===== config.mk =====
export PLATFORM = sky130hd
export DESIGN_NAME = studio2_mem_arbiter_flat
export DESIGN_NICKNAME = d
export VERILOG_FILES = /design/src/rtl/studio2_mem_arbiter_if.sv /design/src/rtl/studio2_mem_arbiter.sv /design/src/flat_wrapper.sv
export SDC_FILE = /design/constraint.sdc
export NUM_CORES = 1
export LEC_CHECK = 0
export ABC_CLOCK_PERIOD_IN_PS = 6000
export BUFFER_PORTS_ARGS = -buffer_cell sky130_fd_sc_hd__buf_2
export CORE_MARGIN = 1.5
export CORE_UTILIZATION = 25
export DETAILED_ROUTE_END_ITERATION = 12
export PLACE_DENSITY_LB_ADDON = 0.05
export RECOVER_POWER = 100
export SETUP_SLACK_MARGIN = 0.1
export SYNTH_ARGS = -nofsm -noshare
export SYNTH_HDL_FRONTEND = slang
export SYNTH_SLANG_ARGS = --single-unit

===== constraint.sdc =====
create_clock -name clk_sys -period 6 [get_ports clk_sys]
set_clock_uncertainty 0.2 [all_clocks]
set_input_delay 0.3 -clock clk_sys [delete_from_list [all_inputs] [get_ports clk_sys]]
set_output_delay 0.3 -clock clk_sys [all_outputs]
set_load 0.01 [all_outputs]

===== src/rtl/studio2_mem_arbiter_if.sv =====
// Studio II memory sequencer bus: loader, video and CPU requesters
// together with the single-port RAM macro side.
interface studio2_mem_arbiter_if #(
    parameter int unsigned AW = 12
);
    logic          ld_en;
    logic [7:0]    ld_index;
    logic          ld_wr;
    logic [15:0]   ld_addr;
    logic [7:0]    ld_din;
    logic          vid_rd;
    logic [7:0]    vid_addr;
    logic [7:0]    vid_dout;
    logic          vid_ack;
    logic          cpu_rd;
    logic          cpu_wr;
    logic [15:0]   cpu_addr;
    logic [7:0]    cpu_din;
    logic [7:0]    cpu_dout;
    logic          cpu_ack;
    logic          cpu_wait_n;
    logic          mem_ce;
    logic          mem_we;
    logic [AW-1:0] mem_addr;
    logic [7:0]    mem_din;
    logic [7:0]    mem_dout;
    logic          ovf;

    modport master (
        input  ld_en, ld_index, ld_wr, ld_addr, ld_din,
        input  vid_rd, vid_addr,
        output vid_dout, vid_ack,
        input  cpu_rd, cpu_wr, cpu_addr, cpu_din,
        output cpu_dout, cpu_ack, cpu_wait_n,
        output mem_ce, mem_we, mem_addr, mem_din,
        input  mem_dout,
        output ovf
    );

    modport slave (
        output ld_en, ld_index, ld_wr, ld_addr, ld_din,
        output vid_rd, vid_addr,
        input  vid_dout, vid_ack,
        output cpu_rd, cpu_wr, cpu_addr, cpu_din,
        input  cpu_dout, cpu_ack, cpu_wait_n,
        input  mem_ce, mem_we, mem_addr, mem_din,
        output mem_dout,
        input  ovf
    );
endinterface


===== src/rtl/studio2_mem_arbiter.sv =====
// Studio II single-port RAM sequencer: fixed-priority LD > VID > CPU
// arbitration, console address map and CPU WAIT_N stall generation.
module studio2_mem_arbiter #(
    parameter int unsigned AW       = 12,
    parameter logic [7:0]  UNMAPPED = 8'hFF
) (
    input logic                   clk_sys,
    input logic                   reset_n,
    studio2_mem_arbiter_if.master bus
);

    typedef enum logic [1:0] {
        S_IDLE,
        S_ACC,
        S_CAP
    } state_e;

    typedef enum logic [1:0] {
        OWN_LD,
        OWN_VID,
        OWN_CPU
    } own_e;

    state_e        state_q, state_d;
    own_e          own_q, own_d;

    logic          ld_flag_q, ld_flag_d;
    logic [AW-1:0] ld_addr_q, ld_addr_d;
    logic [7:0]    ld_din_q, ld_din_d;
    logic          vid_flag_q, vid_flag_d;
    logic [7:0]    vid_addr_q, vid_addr_d;
    logic          cpu_flag_q, cpu_flag_d;
    logic [15:0]   cpu_addr_q, cpu_addr_d;
    logic [7:0]    cpu_din_q, cpu_din_d;
    logic          cpu_we_q, cpu_we_d;

    logic          mem_ce_q, mem_ce_d;
    logic          mem_we_q, mem_we_d;
    logic [AW-1:0] mem_addr_q, mem_addr_d;
    logic [7:0]    mem_din_q, mem_din_d;
    logic          rd_q, rd_d;
    logic          unm_q, unm_d;

    logic [7:0]    vid_dout_q, vid_dout_d;
    logic          vid_ack_q, vid_ack_d;
    logic [7:0]    cpu_dout_q, cpu_dout_d;
    logic          cpu_ack_q, cpu_ack_d;
    logic          ovf_q, ovf_d;

    logic          ld_stb, vid_stb, cpu_stb;
    logic [15:0]   ld_base;
    logic [AW-1:0] ld_now;
    logic          ld_req, vid_req, cpu_req;
    logic [AW-1:0] ld_a;
    logic [7:0]    ld_d;
    logic [7:0]    vid_a;
    logic [15:0]   cpu_a;
    logic [7:0]    cpu_d;
    logic          cpu_w;
    logic          cpu_map, cpu_ram, cpu_ce;
    logic [11:0]   cpu_a12;
    logic [AW-1:0] cpu_maddr;
    logic          idle;
    logic          gnt_ld, gnt_vid, gnt_cpu;

    assign ld_stb  = bus.ld_en & bus.ld_wr;
    assign vid_stb = bus.vid_rd;
    assign cpu_stb = bus.cpu_rd | bus.cpu_wr;

    assign ld_base = (bus.ld_index == 8'd0) ? bus.ld_addr
                                            : bus.ld_addr + 16'h0400;
    assign ld_now  = AW'(ld_base);

    // A held request always beats a fresh strobe from the same source
    assign ld_req  = ld_flag_q | ld_stb;
    assign vid_req = vid_flag_q | vid_stb;
    assign cpu_req = cpu_flag_q | cpu_stb;

    assign ld_a  = ld_flag_q ? ld_addr_q : ld_now;
    assign ld_d  = ld_flag_q ? ld_din_q : bus.ld_din;
    assign vid_a = vid_flag_q ? vid_addr_q : bus.vid_addr;
    assign cpu_a = cpu_flag_q ? cpu_addr_q : bus.cpu_addr;
    assign cpu_d = cpu_flag_q ? cpu_din_q : bus.cpu_din;
    assign cpu_w = cpu_flag_q ? cpu_we_q : bus.cpu_wr;

    assign cpu_map   = (cpu_a[15:12] == 4'h0);
    assign cpu_ram   = (cpu_a[11:9] == 3'b100) || (cpu_a[11:9] == 3'b110);
    assign cpu_ce    = cpu_map && (!cpu_w || cpu_ram);
    assign cpu_a12   = (cpu_a[11:9] == 3'b110) ? (cpu_a[11:0] & 12'h9FF)
                                               : cpu_a[11:0];
    assign cpu_maddr = AW'(cpu_a12);

    assign idle    = (state_q == S_IDLE);
    assign gnt_ld  = idle && ld_req;
    assign gnt_vid = idle && !ld_req && !bus.ld_en && vid_req;
    assign gnt_cpu = idle && !ld_req && !bus.ld_en && !vid_req && cpu_req;

    always_comb begin
        ld_flag_d  = gnt_ld ? (ld_stb && ld_flag_q) : (ld_flag_q || ld_stb);
        vid_flag_d = gnt_vid ? (vid_stb && vid_flag_q)
                             : (vid_flag_q || vid_stb);
        cpu_flag_d = gnt_cpu ? (cpu_stb && cpu_flag_q)
                             : (cpu_flag_q || cpu_stb);
        ld_addr_d  = ld_addr_q;
        ld_din_d   = ld_din_q;
        vid_addr_d = vid_addr_q;
        cpu_addr_d = cpu_addr_q;
        cpu_din_d  = cpu_din_q;
        cpu_we_d   = cpu_we_q;
        ovf_d      = ovf_q;
        if (ld_stb && (!ld_flag_q || gnt_ld)) begin
            ld_addr_d = ld_now;
            ld_din_d  = bus.ld_din;
        end
        if (vid_stb && (!vid_flag_q || gnt_vid)) begin
            vid_addr_d = bus.vid_addr;
        end
        if (cpu_stb && (!cpu_flag_q || gnt_cpu)) begin
            cpu_addr_d = bus.cpu_addr;
            cpu_din_d  = bus.cpu_din;
            cpu_we_d   = bus.cpu_wr;
        end
        // A strobe colliding with its own un-granted pending slot is lost
        if ((ld_stb && ld_flag_q && !gnt_ld) ||
            (vid_stb && vid_flag_q && !gnt_vid) ||
            (cpu_stb && cpu_flag_q && !gnt_cpu)) begin
            ovf_d = 1'b1;
        end
    end

    always_comb begin
        state_d    = state_q;
        own_d      = own_q;
        mem_ce_d   = 1'b0;
        mem_we_d   = 1'b0;
        mem_addr_d = mem_addr_q;
        mem_din_d  = mem_din_q;
        rd_d       = rd_q;
        unm_d      = unm_q;
        vid_dout_d = vid_dout_q;
        vid_ack_d  = 1'b0;
        cpu_dout_d = cpu_dout_q;
        cpu_ack_d  = 1'b0;
        unique case (state_q)
            S_IDLE: begin
                unique case (1'b1)
                    gnt_ld: begin
                        own_d      = OWN_LD;
                        mem_ce_d   = 1'b1;
                        mem_we_d   = 1'b1;
                        mem_addr_d = ld_a;
                        mem_din_d  = ld_d;
                        rd_d       = 1'b0;
                        unm_d      = 1'b0;
                        state_d    = S_ACC;
                    end
                    gnt_vid: begin
                        own_d      = OWN_VID;
                        mem_ce_d   = 1'b1;
                        mem_addr_d = AW'({4'h9, vid_a});
                        rd_d       = 1'b1;
                        unm_d      = 1'b0;
                        state_d    = S_ACC;
                    end
                    gnt_cpu: begin
                        own_d      = OWN_CPU;
                        mem_ce_d   = cpu_ce;
                        mem_we_d   = cpu_ce && cpu_w;
                        mem_addr_d = cpu_maddr;
                        mem_din_d  = cpu_d;
                        rd_d       = !cpu_w;
                        unm_d      = !cpu_map;
                        state_d    = S_ACC;
                    end
                    default: ;
                endcase
            end
            S_ACC: begin
                state_d = S_CAP;
            end
            S_CAP: begin
                state_d = S_IDLE;
                unique case (own_q)
                    OWN_VID: begin
                        vid_dout_d = bus.mem_dout;
                        vid_ack_d  = 1'b1;
                    end
                    OWN_CPU: begin
                        cpu_ack_d = 1'b1;
                        if (rd_q) begin
                            cpu_dout_d = unm_q ? UNMAPPED : bus.mem_dout;
                        end
                    end
                    default: ;
                endcase
            end
            default: begin
                state_d = S_IDLE;
            end
        endcase
    end

    always_ff @(posedge clk_sys or negedge reset_n) begin
        if (!reset_n) begin
            state_q    <= S_IDLE;
            own_q      <= OWN_LD;
            ld_flag_q  <= 1'b0;
            ld_addr_q  <= '0;
            ld_din_q   <= 8'h00;
            vid_flag_q <= 1'b0;
            vid_addr_q <= 8'h00;
            cpu_flag_q <= 1'b0;
            cpu_addr_q <= 16'h0000;
            cpu_din_q  <= 8'h00;
            cpu_we_q   <= 1'b0;
            mem_ce_q   <= 1'b0;
            mem_we_q   <= 1'b0;
            mem_addr_q <= '0;
            mem_din_q  <= 8'h00;
            rd_q       <= 1'b0;
            unm_q      <= 1'b0;
            vid_dout_q <= 8'h00;
            vid_ack_q  <= 1'b0;
            cpu_dout_q <= 8'hFF;
            cpu_ack_q  <= 1'b0;
            ovf_q      <= 1'b0;
        end else begin
            state_q    <= state_d;
            own_q      <= own_d;
            ld_flag_q  <= ld_flag_d;
            ld_addr_q  <= ld_addr_d;
            ld_din_q   <= ld_din_d;
            vid_flag_q <= vid_flag_d;
            vid_addr_q <= vid_addr_d;
            cpu_flag_q <= cpu_flag_d;
            cpu_addr_q <= cpu_addr_d;
            cpu_din_q  <= cpu_din_d;
            cpu_we_q   <= cpu_we_d;
            mem_ce_q   <= mem_ce_d;
            mem_we_q   <= mem_we_d;
            mem_addr_q <= mem_addr_d;
            mem_din_q  <= mem_din_d;
            rd_q       <= rd_d;
            unm_q      <= unm_d;
            vid_dout_q <= vid_dout_d;
            vid_ack_q  <= vid_ack_d;
            cpu_dout_q <= cpu_dout_d;
            cpu_ack_q  <= cpu_ack_d;
            ovf_q      <= ovf_d;
        end
    end

    assign bus.mem_ce   = mem_ce_q;
    assign bus.mem_we   = mem_we_q;
    assign bus.mem_addr = mem_addr_q;
    assign bus.mem_din  = mem_din_q;
    assign bus.vid_dout = vid_dout_q;
    assign bus.vid_ack  = vid_ack_q;
    assign bus.cpu_dout = cpu_dout_q;
    assign bus.cpu_ack  = cpu_ack_q;
    assign bus.ovf      = ovf_q;

    // Stall from request until the ack cycle, and for the whole download
    assign bus.cpu_wait_n = !(cpu_flag_q ||
                              ((own_q == OWN_CPU) && !idle) ||
                              bus.ld_en);

endmodule

===== src/flat_wrapper.sv =====
// flat-port wrapper written by rule: the top's interface ports become plain ports
module studio2_mem_arbiter_flat 
#(
    parameter int unsigned AW       = 12,
    parameter logic [7:0]  UNMAPPED = 8'hFF
)
  (clk_sys, reset_n, bus_ld_en, bus_ld_index, bus_ld_wr, bus_ld_addr, bus_ld_din, bus_vid_rd, bus_vid_addr, bus_vid_dout, bus_vid_ack, bus_cpu_rd, bus_cpu_wr, bus_cpu_addr, bus_cpu_din, bus_cpu_dout, bus_cpu_ack, bus_cpu_wait_n, bus_mem_ce, bus_mem_we, bus_mem_addr, bus_mem_din, bus_mem_dout, bus_ovf);
  studio2_mem_arbiter_if #(.AW(AW)) bus_i ();
  input logic clk_sys;
  input logic reset_n;
  input wire logic [$bits(bus_i.ld_en)-1:0] bus_ld_en;
  input wire logic [$bits(bus_i.ld_index)-1:0] bus_ld_index;
  input wire logic [$bits(bus_i.ld_wr)-1:0] bus_ld_wr;
  input wire logic [$bits(bus_i.ld_addr)-1:0] bus_ld_addr;
  input wire logic [$bits(bus_i.ld_din)-1:0] bus_ld_din;
  input wire logic [$bits(bus_i.vid_rd)-1:0] bus_vid_rd;
  input wire logic [$bits(bus_i.vid_addr)-1:0] bus_vid_addr;
  output wire logic [$bits(bus_i.vid_dout)-1:0] bus_vid_dout;
  output wire logic [$bits(bus_i.vid_ack)-1:0] bus_vid_ack;
  input wire logic [$bits(bus_i.cpu_rd)-1:0] bus_cpu_rd;
  input wire logic [$bits(bus_i.cpu_wr)-1:0] bus_cpu_wr;
  input wire logic [$bits(bus_i.cpu_addr)-1:0] bus_cpu_addr;
  input wire logic [$bits(bus_i.cpu_din)-1:0] bus_cpu_din;
  output wire logic [$bits(bus_i.cpu_dout)-1:0] bus_cpu_dout;
  output wire logic [$bits(bus_i.cpu_ack)-1:0] bus_cpu_ack;
  output wire logic [$bits(bus_i.cpu_wait_n)-1:0] bus_cpu_wait_n;
  output wire logic [$bits(bus_i.mem_ce)-1:0] bus_mem_ce;
  output wire logic [$bits(bus_i.mem_we)-1:0] bus_mem_we;
  output wire logic [$bits(bus_i.mem_addr)-1:0] bus_mem_addr;
  output wire logic [$bits(bus_i.mem_din)-1:0] bus_mem_din;
  input wire logic [$bits(bus_i.mem_dout)-1:0] bus_mem_dout;
  output wire logic [$bits(bus_i.ovf)-1:0] bus_ovf;
  assign bus_i.ld_en = bus_ld_en;
  assign bus_i.ld_index = bus_ld_index;
  assign bus_i.ld_wr = bus_ld_wr;
  assign bus_i.ld_addr = bus_ld_addr;
  assign bus_i.ld_din = bus_ld_din;
  assign bus_i.vid_rd = bus_vid_rd;
  assign bus_i.vid_addr = bus_vid_addr;
  assign bus_vid_dout = bus_i.vid_dout;
  assign bus_vid_ack = bus_i.vid_ack;
  assign bus_i.cpu_rd = bus_cpu_rd;
  assign bus_i.cpu_wr = bus_cpu_wr;
  assign bus_i.cpu_addr = bus_cpu_addr;
  assign bus_i.cpu_din = bus_cpu_din;
  assign bus_cpu_dout = bus_i.cpu_dout;
  assign bus_cpu_ack = bus_i.cpu_ack;
  assign bus_cpu_wait_n = bus_i.cpu_wait_n;
  assign bus_mem_ce = bus_i.mem_ce;
  assign bus_mem_we = bus_i.mem_we;
  assign bus_mem_addr = bus_i.mem_addr;
  assign bus_mem_din = bus_i.mem_din;
  assign bus_i.mem_dout = bus_mem_dout;
  assign bus_ovf = bus_i.ovf;
  studio2_mem_arbiter #(.AW(AW), .UNMAPPED(UNMAPPED)) u_core (.clk_sys(clk_sys), .reset_n(reset_n), .bus(bus_i));
endmodule

==> impl_metrics.env, run 1 <==
export IMPL_synth_compound_area_share=0.0922
export IMPL_ys_types=42
export IMPL_crit_fanout=24
export IMPL_port_buffers=116
export IMPL_fin_crit_sh=0.640
export IMPL_vias=3661
export IMPL_relSlewSlack=-0.686
export IMPL_end_kind="flop"
export IMPL_finalInstanceArea_um2=6290
export IMPL_start_kind="flop"
export IMPL_syn2layout_area_growth_pct=31.7
export IMPL_die_h_um=141
export IMPL_detail_route_antenna_nets=0
export IMPL_hpwl_um=9190
export IMPL_cts_root_buffer="clkbuf_16"
export IMPL_final_max_slew_viol_count=122
export IMPL_gr_total_overflow=0
export IMPL_synthCells=406
export IMPL_maxCapViolations=4
export IMPL_seq_area_frac_synth=0.542
export IMPL_period_minus_slack_ns=3.84
export IMPL_grt_max_degree=59
export IMPL_grt_pass1_vias=3762
export IMPL_dr_pass1_iters=4
export IMPL_synth_mux_area_frac=0.225
export IMPL_yosys_area_share_simple=0.107
export IMPL_path_clk_slew_ns=0.07
export IMPL_post_drt_wl_per_cell_um=16.8
export IMPL_synth_main_ff_cell="dfrtp_1"
export IMPL_min_from="bus_cpu_din[4]"
export IMPL_max_slew_worst_pin_slew_ns=2.53
export IMPL_synth_nets=485
export IMPL_synth_cell_area_um2=4770
export IMPL_ys_seq_elements=103
export IMPL_critPathArrivalTime_ns=3.87
export IMPL_nNetsFinal=644
export IMPL_wl_um=13500
export IMPL_fin_tns_setup_ns=0
export IMPL_rsz0062_at_grt="no"
export IMPL_drt_iter0_markers=112
export IMPL_ctsResizeCount=0
export IMPL_diodes=0
export IMPL_synth_warning_count=0
export IMPL_whs_ns=0.00590
export IMPL_synth_top_family_by_area="multiplexers"
export IMPL_status="complete, but fails checks"
export IMPL_rr_startpoint="u_core.state_q[0]$_DFFE_PN0P_"
export IMPL_die_x_um=141
export IMPL_cts_sinks=103
export IMPL_antenna_found_initial=1
export IMPL_vdd_drop_max_v=0.000164
export IMPL_cts_buffers=9
export IMPL_core_area_um2=18700
export IMPL_critPathKind="flop to flop"
export IMPL_finalNonFillerCells=804
export IMPL_hold_violations=0
export IMPL_synth_edf_count=0
export IMPL_synth_xor_area_share=0.00183
export IMPL_cts_max_level=3
export IMPL_layout_drive_gt1_share=0.288
export IMPL_min_path_type="input port to flop"
export IMPL_cts_tree="done"
export IMPL_start_util=0.255
export IMPL_gp_congestion=0.695
export IMPL_critPathRequiredTime_ns=6.03
export IMPL_finalSetupViolations=0
export IMPL_violations="max-capacitance violations, max-slew violations"
export IMPL_async_flop_share=1.00
export IMPL_p_leak_uw=0.00283
export IMPL_clk_insertion_delay_late_ns=0.35
export IMPL_io_pins=121
export IMPL_p_per_area_nw_per_um2=455
export IMPL_avgSynthCellArea_um2=11.8
export IMPL_dp_cells=738
export IMPL_grt_pass1_wl_um=21400
export IMPL_finalPower_uw=2860
export IMPL_drc=0
export IMPL_die_area_um2=19900
export IMPL_synth_adder_area_share=0.00419
export IMPL_vias_per_cell=4.55
export IMPL_startpoint="u_core.state_q[0]$_DFFE_PN0P_"
export IMPL_fmax_mhz=260
export IMPL_postPlaceCellArea_um2=5580
export IMPL_grt_use_total=0.142
export IMPL_rows=50
export IMPL_cts_buffer_depth=2
cells by family after synthesis:
kind of cell,Yosys count
and+or+nand+nor,105
adders and majority gates,2
DFF,103
muxes,98
buffers and inverters,26
AOI/OAI and AO/OA,71
xor gates and xnor gates,1
layer usage:
layer  vias to the layer above  global-route usage  part of all wire
met3                        11              0.0323             0.045
met2                        84               0.228              0.46
li1                       1784                   -                 -
met5                         -                   0           0.00096
met4                         2              0.0411             0.012
met1                      1780               0.191              0.48
flip-flops by register name, summed over array words and instances, names as in the netlist, 8 cells and up:
signal,cells
u_core.bus.vid_dout,8
u_core.ld_din_q,8
u_core.bus.mem_addr,12
u_core.ld_addr_q,12
u_core.vid_addr_q,8
u_core.bus.cpu_dout,8
u_core.cpu_din_q,8
u_core.bus.mem_din,8
u_core.cpu_addr_q,16
layout by cell type, fill, tap and decap left out, types with 2 or more instances in the layout:
cell	netlist	routed
nand3_1	11	11
a21oi_1	16	16
o22ai_1	6	6
nor2b_1	2	2
mux2_1	0	4
bufinv_16	0	3
clkbuf_16	0	9
dlygate4sd3_1	0	50
o211ai_1	2	3
dfstp_2	8	6
a221oi_1	8	8
dfrtp_1	95	95
buf_2	6	76
nor4_1	4	5
nor2_1	39	39
nand2b_1	6	6
clkinv_2	0	2
or4_1	2	2
or2_2	2	2
nand2_1	30	34
mux2i_1	34	34
o21ai_0	24	25
mux2_2	60	60
clkbuf_1	9	42
dfstp_1	0	2
inv_1	3	3
maj3_1	2	2
a31oi_1	5	5
buf_4	1	3
timing repair:
item / 4_1_cts / 5_1_grt
buffers inserted: 0 / 0
hold endpoints to repair: 89 / 0
endpoints found under the setup margin: 0 / 0
hold buffers: 50 / 0
worst max-delay path: stages, from the launching register on:
cell and delay, ns:
dfrtp_1 0.43, nor4_1 1.32, nand2_4 0.10, nand2_1 0.19, nand2_1 0.84, mux2_1 0.64
where the power goes:
part	switching, µW	total, µW	internal (µW)
sequential	176	1180	1010
clock	270	675	405
combinational	532	1010	474
synthesized netlist by cell type (5+ instances only):
master / n / area (µm²)
a31oi_1: 5 / 31.3
nor2_1: 39 / 146
a21oi_1: 16 / 80.1
nand2b_1: 6 / 37.5
clkbuf_1: 9 / 33.8
o22ai_1: 6 / 37.5
nand2_1: 30 / 113
dfrtp_1: 95 / 2380
buf_2: 6 / 30.0
o21ai_0: 24 / 120
dfstp_2: 8 / 210
a221oi_1: 8 / 70.1
nand3_1: 11 / 55.1
mux2_2: 60 / 676
mux2i_1: 34 / 340
cell type report:
| type | instances | area [µm²] |
|---|---|---|
| well taps | 234 | 293 |
| multi-input cells | 277 | 2000 |
| repair buffers | 171 | 1060 |
| clock inverters | 7 | 111 |
| fillers | 1930 | 12400 |
| clock buffers | 9 | 225 |
| flip-flops and latches | 103 | 2590 |
| inverters | 3 | 11.3 |
final timing paths:
kind                                                            to  slack [ns]  depth (start not counted)
worst max-delay path              u_core.cpu_addr_q[9]$_DFFE_PN0P_        2.16                          5
worst min-delay path               u_core.cpu_din_q[4]$_DFFE_PN0P_       0.006                          2
worst max register to register    u_core.cpu_addr_q[9]$_DFFE_PN0P_        2.16                          5
worst min register to register  u_core.bus.cpu_dout[5]$_DFFE_PN1P_        0.28                          2
max in group asynchronous         u_core.cpu_addr_q[4]$_DFFE_PN0P_        2.59                          3
min in group asynchronous       u_core.bus.vid_dout[6]$_DFFE_PN0P_        1.10                          2
stage by stage:
stage                     setup WS, ns   util
after CTS                         3.21  0.343
after detailed placement          3.22  0.298
final                             2.16  0.336
after global routing              1.70  0.336
after global placement            3.24  0.298
after floorplan                   4.00      -
Note: power is estimated with default switching activity, not from simulation.
==> inputs of run 2 (changes only) <==
--- a/config.mk
+++ b/config.mk
@@ -5,7 +5,7 @@
 export SDC_FILE = /design/constraint.sdc
 export NUM_CORES = 1
 export LEC_CHECK = 0
-export ABC_CLOCK_PERIOD_IN_PS = 6000
+export ABC_CLOCK_PERIOD_IN_PS = 4000
 export BUFFER_PORTS_ARGS = -buffer_cell sky130_fd_sc_hd__buf_2
 export CORE_MARGIN = 1.5
 export CORE_UTILIZATION = 25
==> constraint.sdc (replaced) <==
create_clock -name clk_sys -period 4 [get_ports clk_sys]
set_clock_uncertainty 0.2 [all_clocks]
set_input_delay 0.2 -clock clk_sys [delete_from_list [all_inputs] [get_ports clk_sys]]
set_output_delay 0.2 -clock clk_sys [all_outputs]
set_load 0.01 [all_outputs]
==> impl_metrics.env, run 2 (same netlist as run 1, synthesis figures left out) <==
export IMPL_violations="max-capacitance violations, max-slew violations"
export IMPL_vias_per_cell=4.56
export IMPL_rsz0062_at_grt="no"
export IMPL_n_fill_cell=1931
export IMPL_p_sw_frac=0.343
export IMPL_end_kind="flop"
export IMPL_gr_max_usage_layer="met2"
export IMPL_detail_route_antenna_nets=0
export IMPL_gr_total_overflow=0
export IMPL_status="complete, but fails checks"
export IMPL_cts_sinks=103
export IMPL_regMostFlops="u_core.cpu_addr_q"
export IMPL_postCtsSetupBuffers=0
export IMPL_largest_reg_flops=16
export IMPL_start_kind="input port"
export IMPL_hold_violations=0
export IMPL_fmax_mhz=323
export IMPL_seq_power_share=0.410
export IMPL_dr_pass1_iters=4
export IMPL_nNetsFinal=659
export IMPL_relSlewSlack=-0.0738
export IMPL_fin_tns_setup_ns=0
export IMPL_cts_root_buffer="clkbuf_16"
export IMPL_clk_insertion_delay_late_ns=0.36
export IMPL_drc=0
export IMPL_vias=3736
export IMPL_hpwl_um=9350
export IMPL_met3_usage=0.0279
export IMPL_fin_util=0.344
export IMPL_crit_fanout=11
export IMPL_syn2layout_area_growth_pct=34.9
export IMPL_critPathArrivalTime_ns=3.09
export IMPL_grt_pass1_wl_um=21400
export IMPL_grt_use_met2=0.220
export IMPL_rows=50
export IMPL_combPwrFrac=0.354
export IMPL_critPathRequiredTime_ns=3.99
export IMPL_min_path_type="input port to flop"
export IMPL_maxCapViolations=1
export IMPL_gp_congestion=0.670
export IMPL_p_leak_uw=0.00289
export IMPL_min_from="bus_ld_en"
export IMPL_port_buffers=116
export IMPL_cts_buffers=9
export IMPL_diodes=0
export IMPL_period_minus_slack_ns=3.10
export IMPL_vdd_drop_max_v=0.000265
export IMPL_die_h_um=141
export IMPL_max_slew_worst_pin_slew_ns=1.61
export IMPL_post_drt_wl_per_cell_um=17.0
export IMPL_p_per_area_nw_per_um2=676
export IMPL_wl_um=13900
export IMPL_startpoint="bus_cpu_wr"
export IMPL_die_area_um2=19900
export IMPL_grt_use_total=0.144
export IMPL_ctsResizeCount=0
export IMPL_cts_tree="done"
export IMPL_grt_max_degree=43
export IMPL_fin_crit_sh=0.774
export IMPL_drt_iter0_markers=169
export IMPL_die_x_um=141
export IMPL_path_clk_slew_ns=0.07
export IMPL_final_common_cell="dfrtp_1"
export IMPL_cts_max_level=3
export IMPL_finalSetupViolations=0
export IMPL_cts_buffer_depth=2
export IMPL_p_int_uw=2860
export IMPL_p_switching_uw=1490
export IMPL_final_max_slew_viol_count=28
export IMPL_core_area_um2=18700
export IMPL_critPathKind="input port to flop"
export IMPL_use_met1=0.201
export IMPL_antenna_found_initial=0
export IMPL_rr_startpoint="u_core.state_q[0]$_DFFE_PN0P_"
export IMPL_grt_pass1_vias=3782
export IMPL_layout_common_cells="dfrtp_1, buf_2, dlygate4sd3_1, mux2_2, clkbuf_1"
export IMPL_io_pins=121
export IMPL_start_util=0.255
export IMPL_pwr_share_clk=0.236
export IMPL_layout_drive_gt1_share=0.284
## run 2: what timing repair did
action                                 in CTS  in global routing
setup endpoints to repair                   0                  0
endpoints found under the hold margin     101                  0
hold buffers                               61                  0
## run 2: cell type report
| type | instances | area (µm²) | area share |
|---|---|---|---|
| clock buffer | 14 | 284 | 0.0441 |
| clock inverter | 2 | 60.1 | 0.00932 |
| inverter | 3 | 11.3 | 0.00175 |
| multi-input combinational | 277 | 2010 | 0.313 |
| sequential | 103 | 2590 | 0.402 |
| tap | 234 | 293 | 0.0454 |
| timing repair buffer | 186 | 1190 | 0.185 |
## run 2: critical path: stages
cell           delay [ns]
dlygate4sd3_1        0.54
clkbuf_1             0.13
or2_0                0.48
o211ai_1             0.98
nand2_1              0.48
nor2_1               0.21
a221oi_1             0.06
## run 2: power groups by stage
stage	Clock (µW)	Sequential [µW]	Combinational (µW)
6_report	1030	1790	1540
3_5_place_dp	0	1810	1590
2_1_floorplan	0	1800	1010
5_1_grt	1110	1850	1710
4_1_cts	1070	1790	1650
3_3_place_gp	0	1790	1570
## run 2: worst paths after layout
path / endpoint / slack, ns / depth (start not counted)
min in group asynchronous: u_core.bus.mem_addr[2]$_DFFE_PN0P_ / 0.58 / 2
hold / removal: u_core.bus.mem_addr[4]$_DFFE_PN0P_ / 0.08 / 4
hold reg to reg: u_core.bus.cpu_ack$_DFF_PN0_ / 0.27 / 1
setup reg to reg: u_core.cpu_addr_q[5]$_DFFE_PN0P_ / 0.94 / 5
max in group asynchronous: u_core.bus.mem_din[3]$_DFFE_PN0P_ / 1.33 / 3
setup / recovery: u_core.bus.mem_din[3]$_DFFE_PN0P_ / 0.90 / 7
## run 2: stage by stage
| step | setup slack (ns) | cells | instance area (µm²) | total power [µW] | hold WS (ns) |
|---|---|---|---|---|---|
| final | 0.904 | 819 | 6440 | 4350 | 0.0766 |
| after global routing | 0.663 | 819 | 6440 | 4680 | 0.0881 |
| after CTS | 1.41 | 819 | 6560 | 4510 | 0.0746 |
| after detailed placement | 1.42 | 742 | 5610 | 3400 | -0.0387 |
| after global placement | 1.45 | 742 | 5610 | 3360 | -0.0441 |
| after floorplan | 2.00 | 406 | 4770 | 2820 | -0.296 |
## run 2: metal layers
| metal | share of wire | wire length (µm) |
|---|---|---|
| met1 | 0.49 | 6840 |
| met2 | 0.45 | 6300 |
| met3 | 0.043 | 598 |
| met4 | 0.012 | 165 |
| met5 | 0 | 0 |
